<file path="src/rtl/vga_timing_if.sv">
// ----------------------------------------------------------------------------
// vga_timing_if
//   Raster timing bundle produced by vga_timing_gen and consumed by the pixel
//   pipeline.
//   Signals:
//     hsync, vsync   sync levels (polarity chosen by the generator)
//     visible        1 while (x,y) is inside the visible region
//     x, y           current horizontal / vertical count, CW bits each
//     line_start     one-clk pulse when x becomes 0
//     frame_start    one-clk pulse when (x,y) becomes (0,0)
//   Modports:
//     master         the timing generator (drives everything)
//     slave          a consumer (reads everything)
// ----------------------------------------------------------------------------
interface vga_timing_if #(
    parameter int CW = 10
);
    logic          hsync;
    logic          vsync;
    logic          visible;
    logic [CW-1:0] x;
    logic [CW-1:0] y;
    logic          line_start;
    logic          frame_start;

    modport master (
        output hsync, vsync, visible, x, y, line_start, frame_start
    );

    modport slave (
        input hsync, vsync, visible, x, y, line_start, frame_start
    );
endinterface

</file>
<file path="src/rtl/vga_timing_gen.sv">
// ----------------------------------------------------------------------------
// vga_timing_gen
//   Raster timing generator. Advances a horizontal/vertical pixel counter on
//   every clk where pix_en is high and produces registered sync, visible,
//   coordinate and line/frame start outputs describing the new position.
//   Ports:
//     clk     in   system clock
//     nrst    in   synchronous reset, active-low
//     pix_en  in   pixel-clock enable, one pixel per enabled clk
//     vga     master modport of vga_timing_if (hsync, vsync, visible, x, y,
//             line_start, frame_start)
// ----------------------------------------------------------------------------
module vga_timing_gen #(
    parameter int H_VISIBLE = 640,
    parameter int H_FRONT   = 16,
    parameter int H_SYNC    = 96,
    parameter int H_BACK    = 48,
    parameter int V_VISIBLE = 480,
    parameter int V_FRONT   = 10,
    parameter int V_SYNC    = 2,
    parameter int V_BACK    = 33,
    parameter bit HSYNC_POL = 1'b0,
    parameter bit VSYNC_POL = 1'b0,
    parameter int CW        = 10
) (
    input  logic            clk,
    input  logic            nrst,
    input  logic            pix_en,
    vga_timing_if.master    vga
);

    localparam int H_TOTAL  = H_VISIBLE + H_FRONT + H_SYNC + H_BACK;
    localparam int V_TOTAL  = V_VISIBLE + V_FRONT + V_SYNC + V_BACK;
    localparam int HS_START = H_VISIBLE + H_FRONT;
    localparam int HS_END   = H_VISIBLE + H_FRONT + H_SYNC;
    localparam int VS_START = V_VISIBLE + V_FRONT;
    localparam int VS_END   = V_VISIBLE + V_FRONT + V_SYNC;

    logic [CW-1:0] h_q, h_d;
    logic [CW-1:0] v_q, v_d;
    logic [CW-1:0] x_q, y_q;
    logic          hsync_q, vsync_q, visible_q;
    logic          line_start_q, frame_start_q;

    logic          hs_act_d, vs_act_d, visible_d;

    // Next counter position; counters park at (H_TOTAL-1, V_TOTAL-1) in reset
    // so the first enabled pixel lands on (0,0).
    always_comb begin
        h_d = h_q;
        v_d = v_q;
        if (pix_en) begin
            if (h_q == CW'(H_TOTAL - 1)) begin
                h_d = '0;
                v_d = (v_q == CW'(V_TOTAL - 1)) ? '0 : v_q + CW'(1);
            end else begin
                h_d = h_q + CW'(1);
            end
        end
    end

    // Decode the *next* position so outputs line up with the counter update.
    always_comb begin
        visible_d = (h_d < CW'(H_VISIBLE)) && (v_d < CW'(V_VISIBLE));
        hs_act_d  = (h_d >= CW'(HS_START)) && (h_d < CW'(HS_END));
        vs_act_d  = (v_d >= CW'(VS_START)) && (v_d < CW'(VS_END));
    end

    always_ff @(posedge clk) begin
        if (!nrst) begin
            h_q           <= CW'(H_TOTAL - 1);
            v_q           <= CW'(V_TOTAL - 1);
            x_q           <= '0;
            y_q           <= '0;
            visible_q     <= 1'b0;
            hsync_q       <= ~HSYNC_POL;
            vsync_q       <= ~VSYNC_POL;
            line_start_q  <= 1'b0;
            frame_start_q <= 1'b0;
        end else begin
            // Pulses are single-clk regardless of the enable.
            line_start_q  <= 1'b0;
            frame_start_q <= 1'b0;
            if (pix_en) begin
                h_q           <= h_d;
                v_q           <= v_d;
                x_q           <= h_d;
                y_q           <= v_d;
                visible_q     <= visible_d;
                hsync_q       <= hs_act_d ? HSYNC_POL : ~HSYNC_POL;
                vsync_q       <= vs_act_d ? VSYNC_POL : ~VSYNC_POL;
                line_start_q  <= (h_d == '0);
                frame_start_q <= (h_d == '0) && (v_d == '0);
            end
        end
    end

    assign vga.hsync       = hsync_q;
    assign vga.vsync       = vsync_q;
    assign vga.visible     = visible_q;
    assign vga.x           = x_q;
    assign vga.y           = y_q;
    assign vga.line_start  = line_start_q;
    assign vga.frame_start = frame_start_q;

endmodule

</file>
<file path="src/flat_wrapper.sv">
// flat-port wrapper written by rule: the top's interface ports become plain ports
module vga_timing_gen_flat 
#(
    parameter int H_VISIBLE = 640,
    parameter int H_FRONT   = 16,
    parameter int H_SYNC    = 96,
    parameter int H_BACK    = 48,
    parameter int V_VISIBLE = 480,
    parameter int V_FRONT   = 10,
    parameter int V_SYNC    = 2,
    parameter int V_BACK    = 33,
    parameter bit HSYNC_POL = 1'b0,
    parameter bit VSYNC_POL = 1'b0,
    parameter int CW        = 10
)
  (clk, nrst, pix_en, vga_hsync, vga_vsync, vga_visible, vga_x, vga_y, vga_line_start, vga_frame_start);
  vga_timing_if #(.CW(CW)) vga_i ();
  input  logic clk;
  input  logic nrst;
  input  logic pix_en;
  output wire logic [$bits(vga_i.hsync)-1:0] vga_hsync;
  output wire logic [$bits(vga_i.vsync)-1:0] vga_vsync;
  output wire logic [$bits(vga_i.visible)-1:0] vga_visible;
  output wire logic [$bits(vga_i.x)-1:0] vga_x;
  output wire logic [$bits(vga_i.y)-1:0] vga_y;
  output wire logic [$bits(vga_i.line_start)-1:0] vga_line_start;
  output wire logic [$bits(vga_i.frame_start)-1:0] vga_frame_start;
  assign vga_hsync = vga_i.hsync;
  assign vga_vsync = vga_i.vsync;
  assign vga_visible = vga_i.visible;
  assign vga_x = vga_i.x;
  assign vga_y = vga_i.y;
  assign vga_line_start = vga_i.line_start;
  assign vga_frame_start = vga_i.frame_start;
  vga_timing_gen #(.H_VISIBLE(H_VISIBLE), .H_FRONT(H_FRONT), .H_SYNC(H_SYNC), .H_BACK(H_BACK), .V_VISIBLE(V_VISIBLE), .V_FRONT(V_FRONT), .V_SYNC(V_SYNC), .V_BACK(V_BACK), .HSYNC_POL(HSYNC_POL), .VSYNC_POL(VSYNC_POL), .CW(CW)) u_core (.clk(clk), .nrst(nrst), .pix_en(pix_en), .vga(vga_i));
endmodule
</file>
<file path="config.mk">
export PLATFORM = sky130hd
export DESIGN_NAME = vga_timing_gen_flat
export DESIGN_NICKNAME = d
export VERILOG_FILES = /design/src/rtl/vga_timing_if.sv /design/src/rtl/vga_timing_gen.sv /design/src/flat_wrapper.sv
export SDC_FILE = /design/constraint.sdc
export NUM_CORES = 1
export LEC_CHECK = 0
export ABC_AREA = 1
export BUFFER_PORTS_ARGS = -buffer_cell sky130_fd_sc_hd__buf_4
export CAP_MARGIN = 40
export CORE_MARGIN = 10
export CORE_UTILIZATION = 50
export DETAILED_ROUTE_END_ITERATION = 6
export PLACE_DENSITY_LB_ADDON = 0.2
export SLEW_MARGIN = 25
export SYNTH_ARGS = -nofsm -noshare
export SYNTH_HDL_FRONTEND = slang
export SYNTH_SLANG_ARGS = --single-unit
</file>
<file path="constraint.sdc">
create_clock -name clk -period 2.3 [get_ports clk]
set_clock_uncertainty 0.2 [all_clocks]
set_input_delay 0.46 -clock clk [delete_from_list [all_inputs] [get_ports clk]]
set_output_delay 0.46 -clock clk [all_outputs]
set_load 0.01 [all_outputs]
</file>
==> results of run 1 <==
==> cell type report <==
type	count	area (µm²)
fill	404	1570
tap	50	62.6
clock buffer	8	100
timing repair buffer	38	285
multi-input combinational	216	1120
inverter	34	130
sequential	35	702
==> kinds of logic (layout without fill, tap and decap cells) <==
| kind of cell | count (synthesis) | count (layout) | synth area share |
|---|---|---|---|
| buffers and inverters | 53 | 80 | 0.122 |
| AOI/OAI and AO/OA | 30 | 30 | 0.0757 |
| adders and majority gates | 3 | 3 | 0.0183 |
| xor gates and xnor gates | 2 | 2 | 0.00855 |
| and+or+nand+nor | 181 | 181 | 0.434 |
| DFF | 35 | 35 | 0.342 |
==> metal layers <==
layer / part of all wire / track usage
met5: 0 / 0
met1: 0.43 / 0.172
met4: 0.012 / 0.0487
met2: 0.49 / 0.253
met3: 0.068 / 0.0449
==> registers in the layout (all words and copies together), names as in the netlist <==
signal and cells:
u_core.vga.x 10, u_core.vga.y 10, u_core.h_q 7, u_core.v_q 3
u_core.vga.frame_start 1, u_core.vga.hsync 1, u_core.vga.line_start 1, u_core.vga.visible 1
u_core.vga.vsync 1
==> critical path: stages, from the launching register on <==
cell	delay [ns]
dfxtp_1	0.37
ha_2	0.21
nand2_2	0.10
nor2_8	0.16
inv_4	0.06
nor2_8	0.16
buf_4	0.17
nand3_1	0.09
nand2_1	0.07
a21oi_1	0.08
nor2_1	0.16
nand2_1	0.07
nand2_1	0.05
a21oi_1	0.05
==> cell usage in the layout, fill, tap and decap left out, types with 2 or more instances in the layout <==
cell and count:
nand3_1 32, nand4_2 2, nor2_8 2, o21ai_0 7
buf_4 38, o21ai_1 2, dfxtp_1 34, inv_1 31
xor2_1 2, nor2_2 7, nor2_1 31, ha_1 2
nand2_1 83, a21oi_1 18, nand4_1 10, nand2_2 5
nand3_2 3, clkbuf_8 7
==> repair_timing <==
item	CTS	global route
resized for setup	0	6
hold endpoints to repair	0	0
setup buffers	0	5
setup endpoints to repair	0	4
==> worst max-delay path by stage <==
stage / to / slack (ns) / depth (start not counted)
5_1_grt: u_core.vga.vsync$_SDFFE_PN1P_ / 0.002 / 13
3_3_place_gp: u_core.vga.frame_start$_SDFF_PN0_ / 0.11 / 13
3_5_place_dp: u_core.vga.frame_start$_SDFF_PN0_ / 0.08 / 13
6_report: u_core.vga.visible$_SDFFE_PN0P_ / 0.15 / 13
4_1_cts: u_core.vga.frame_start$_SDFF_PN0_ / 0.05 / 13
2_1_floorplan: u_core.vga.vsync$_SDFFE_PN1P_ / 0.32 / 13
==> through the flow <==
| step | utilization | instances |
|---|---|---|
| 5_1_grt | 0.604 | 381 |
| 4_1_cts | 0.589 | 376 |
| 3_3_place_gp | 0.564 | 368 |
| 2_1_floorplan | - | 304 |
| 6_report | 0.604 | 381 |
| 3_5_place_dp | 0.564 | 368 |
==> where the power goes <==
part / internal [mW] / switching (mW)
combinational: 0.165 / 0.273
clock: 0.273 / 0.219
sequential: 0.654 / 0.0367
==> out/metrics.cfg, run 1 <==
[hold_path]
min_to=u_core.vga.x[8]$_SDFFE_PN0P_
hold_path_depth=2
holdCritStartpoint=pix_en
hold_path.class=in -> reg

[place]
dp_slack_ns=0.0756
gp_congestion=0.854
hpwl_um=3780
numPortBuffers=27
place_area_um2=2240

[power]
peakVddDrop_v=0.000531
leakage_nw=1.20
p_total_mw=1.62
p_per_area_nw_per_um2=675

[worst_setup_path]
crit_arrival_ns=2.09
crit_start=u_core.h_q[1]$_SDFFE_PN1P_
crit_path_start_kind=register
path_max_fanout=10
path_class=reg -> reg
r2r-start=u_core.h_q[1]$_SDFFE_PN1P_
reg2reg_depth=13
crit_required_ns=2.25
r2r_end=u_core.vga.visible$_SDFFE_PN0P_
reg2reg_slack_ns=0.15
endpoint_kind=register

[sta]
fin_hold_ws_ns=0.215
finalCritPeriodShare=0.934
hold_violations=0
fin_setup_tns_ns=0
rsz0062_at_grt=no
setup_slack_ns=0.151
worstMarginPinSlew_ns=0.631
relSlewSlack=0.579
maxSlewViolCount=0
setup_viol=0
fmax_ghz=0.465
period_needed_ns=2.15

[grt]
antenna_found_initial=0
grt_start_max_net_pins=19
grt_pass1_vias=1905
grt_pass1_wl_um=8880
grt_usage=0.149
grt_overflow=0

[final_layout]
nets=336
finalInstanceArea_um2=2400
drive_gt1_frac=0.224
diodes=0
area_growth_pct=17.1

[cts]
h-tree-depth=2
clk_pin_slew_worst_paths_ns=0.07
clock-root-buffer=clkbuf_8
clk_latency_ns=0.29
clock-sinks=35
cts_tree=yes
cts_inserted_buffers=5
holdBufCountCts=0
cts_buffer_depth=2

[synthesis]
yosys.area.top_type_share=0.342
synth.distinct_cells=31
synthesis.nets=310
ys.flop_type=dfxtp_1
ys_seq_elements=35
syn_area_per_cell_um2=6.74
yosys-top-cells-count=83 x nand2_1, 35 x dfxtp_1, 33 x nor2_1
syn_inst=304
synth_area_leaders=dfxtp_1 34%, nand2_1 15%, nand3_1 7.8%
ys_warn_count=0
async_reset_ff_frac=0
syn_area_um2=2050
synth_most_common_cell=nand2_1
synth_edf_count=0
synth-seq-area-share=0.342
synth_top_area_cell=dfxtp_1

[floorplan]
chipHeight_um=84.0
design.die.area_um2=7060
rows=23
start_util=0.516
ios=28
die_width_um=84.0
core-area_um2=3970

[route]
routedWlPerCell_um=13.6
routed_wl_um=5190
dr.pass1.iters=4
vias=1977
antenna_left=0
drc=0
vias_per_cell=5.19
first_iter_violations=98

[status]
outcome=finished clean

[run]
maxCapViolations=0

(Power assumes the default switching activity.)
==> run 2, diff against run 1 <==
--- a/config.mk
+++ b/config.mk
@@ -8,9 +8,12 @@
 export ABC_AREA = 1
 export BUFFER_PORTS_ARGS = -buffer_cell sky130_fd_sc_hd__buf_4
 export CAP_MARGIN = 40
+export CELL_PAD_IN_SITES_DETAIL_PLACEMENT = 1
+export CELL_PAD_IN_SITES_GLOBAL_PLACEMENT = 1
 export CORE_MARGIN = 10
-export CORE_UTILIZATION = 50
+export CORE_UTILIZATION = 40
 export DETAILED_ROUTE_END_ITERATION = 6
+export MAX_ROUTING_LAYER = met4
 export PLACE_DENSITY_LB_ADDON = 0.2
 export SLEW_MARGIN = 25
 export SYNTH_ARGS = -nofsm -noshare
==> run 2 against run 1 <==
Compared with the run above:
- count of clock-buffer cells in the layout decreased by 3
- clock power up 18%
- utilization is 7.5 points lower
- flip-flop and latch count stayed put
- register-to-register slack got worse by 0.03 ns
- sequential share of layout area down 1.7 points
- die area rose by 19%
- fmax decreased by 1.2%
- critical path type unchanged
- non-clock buffer count increased by 8
==> out/metrics.cfg, run 2 (same netlist as run 1, synthesis figures left out) <==
[floorplan]
die_width_um=91.6  ; +9.0%
rows=25  ; +8.7%
design.die.area_um2=8380  ; +19%
core-area_um2=4850  ; +22%
start_util=0.422  ; -0.0933
ios=28  ; unchanged
chipHeight_um=91.6  ; +9.0%

[grt]
grt_start_max_net_pins=21  ; +2
use_met1=0.205  ; +0.0324
grt_use_met3=0.0305  ; -0.0145
grt_pass1_wl_um=10400  ; +17%
grt_pass1_vias=2105  ; +10%
use_met2=0.235  ; -0.0184
antenna_found_initial=0  ; unchanged
top_usage_layer=met2
grt_overflow=0  ; unchanged
grt_usage=0.154  ; +0.00523

[route]
routed_wl_um=6820  ; +31%
dr.pass1.iters=4  ; unchanged
antenna_left=0  ; unchanged
routedWlPerCell_um=16.8  ; +23%
vias_per_cell=5.25  ; +1.2%
drc=0  ; unchanged
first_iter_violations=83  ; -15%
vias=2131  ; +7.8%

[worst_setup_path]
path_class=reg -> reg
path_delay_family=simple AND/OR/NAND/NOR gates
crit_start=u_core.h_q[2]$_SDFFE_PN1P_
crit_required_ns=2.33  ; +0.08 ns
path_cells=nand3_1 > nor2_2 > nand2_1 > xor2_1 > nor2_1 > inv_1 > nand4_1 > nor2_4 > nand3_1 > nor2_1
crit_path_start_kind=register
slowest_delay_ns=0.40  ; +0.03 ns
endpoint_kind=register
crit_arrival_ns=2.20  ; +0.11 ns
cp_num_buf_inv=1  ; -1
slowest_stage=dfxtp_2
path_max_fanout=5  ; -5
reg2reg_slack_ns=0.13  ; -0.03 ns
r2r-start=u_core.h_q[2]$_SDFFE_PN1P_

[final_layout]
diodes=0  ; unchanged
instances_no_fill=406  ; +6.6%
final_common_cell=nand2_1
drive_gt1_frac=0.268  ; +0.0449
nets=344  ; +2.4%
final_core_util=0.529  ; -0.0749
final_cell_mix=82 x nand2_1, 43 x buf_4, 32 x dfxtp_1, 31 x inv_1
area_growth_pct=25.2

[cts]
cts_tree=yes
clk_latency_ns=0.30  ; about the same
cts_inserted_buffers=5  ; unchanged
cts_buffer_depth=2  ; unchanged
clock-root-buffer=clkbuf_8
holdBufCountCts=0  ; unchanged
h-tree-depth=2  ; unchanged
clock-sinks=35  ; unchanged
clk_pin_slew_worst_paths_ns=0.08  ; about the same

[status]
outcome=finished clean

[sta]
setup_viol=0  ; unchanged
setup_slack_ns=0.125  ; -0.0259 ns
finalCritPeriodShare=0.946  ; +0.0113
maxSlewViolCount=0  ; unchanged
worstMarginPinSlew_ns=0.421  ; -0.210 ns
hold_violations=0  ; unchanged
fmax_ghz=0.460  ; -1.2%
relSlewSlack=0.716  ; +0.138
period_needed_ns=2.17  ; +0.0259 ns

[place]
numPortBuffers=27  ; unchanged
gp_congestion=0.861  ; +0.87%
dp_slack_ns=-0.0660  ; -0.142 ns
hpwl_um=4540  ; +20%
dpl.cell_count=388  ; +5.4%

[power]
peakVddDrop_v=0.000360  ; -32%
p_per_area_nw_per_um2=702  ; +3.9%
p_total_mw=1.80  ; +11%
leakage_nw=1.27  ; +5.3%

[hold_path]
hold_path.class=in -> reg
holdCritStartpoint=pix_en

[run]
maxCapViolations=0  ; unchanged

run 2: cell types whose count changed in the layout (fill, tap and decap cells not counted), moves of 2 or more:
cell | previous run | this run
buf_4 | 38 | 43
buf_6 | 0 | 2
clkbuf_8 | 7 | 5
dfxtp_1 | 34 | 32
nand3_1 | 32 | 30
run 2: worst register-to-register path, delay by kind of cell, from the launching register on:
family / cells / cell delay, ns
AND/OR/NAND/NOR: 8 / 1.20
flip-flops: 1 / 0.40
buffers and inverters: 1 / 0.08
XOR/XNOR: 1 / 0.23
run 2: per-layer routing:
metal / share of wire / wire [µm]
met1: 0.48 / 3260
met2: 0.47 / 3220
met5: 0 / 0
met4: 0.014 / 93
met3: 0.037 / 251
run 2: power by group:
part           total, mW  switching [mW]  internal (mW)
clock network      0.580           0.253          0.327
registers          0.694          0.0406          0.654
logic              0.526           0.323          0.203
run 2: final cells by class:
class | count | area (µm²)
multi-input combinational | 216 | 1160
tap | 67 | 83.8
clock buffer | 5 | 68.8
fill | 648 | 2280
inverter | 34 | 130
sequential | 35 | 707
clock inverter | 3 | 46.3
timing repair buffer | 46 | 365
run 2: final timing paths:
kind	endpoint	cells past startpoint
worst max register to register	u_core.vga.frame_start$_SDFF_PN0_	10
worst min-delay path	u_core.vga.x[8]$_SDFFE_PN0P_	2
worst max-delay path	u_core.vga.frame_start$_SDFF_PN0_	10
worst min register to register	u_core.vga.visible$_SDFFE_PN0P_	2
run 2: timing repair:
item	CTS	global route
setup buffers	3	7
gates resized for setup	1	20
endpoints found under the setup margin	2	5
pin swaps	1	7
run 2: metrics by stage:
stage | setup TNS (ns) | hold slack, ns | cell area (µm²)
global placement | 0 | 0.254 | 2280
CTS | 0 | 0.169 | 2440
finish | 0 | 0.173 | 2560
floorplan | 0 | 0.279 | 2050
global route | -0.0401 | 0.183 | 2560
detailed placement | -0.0660 | 0.261 | 2280
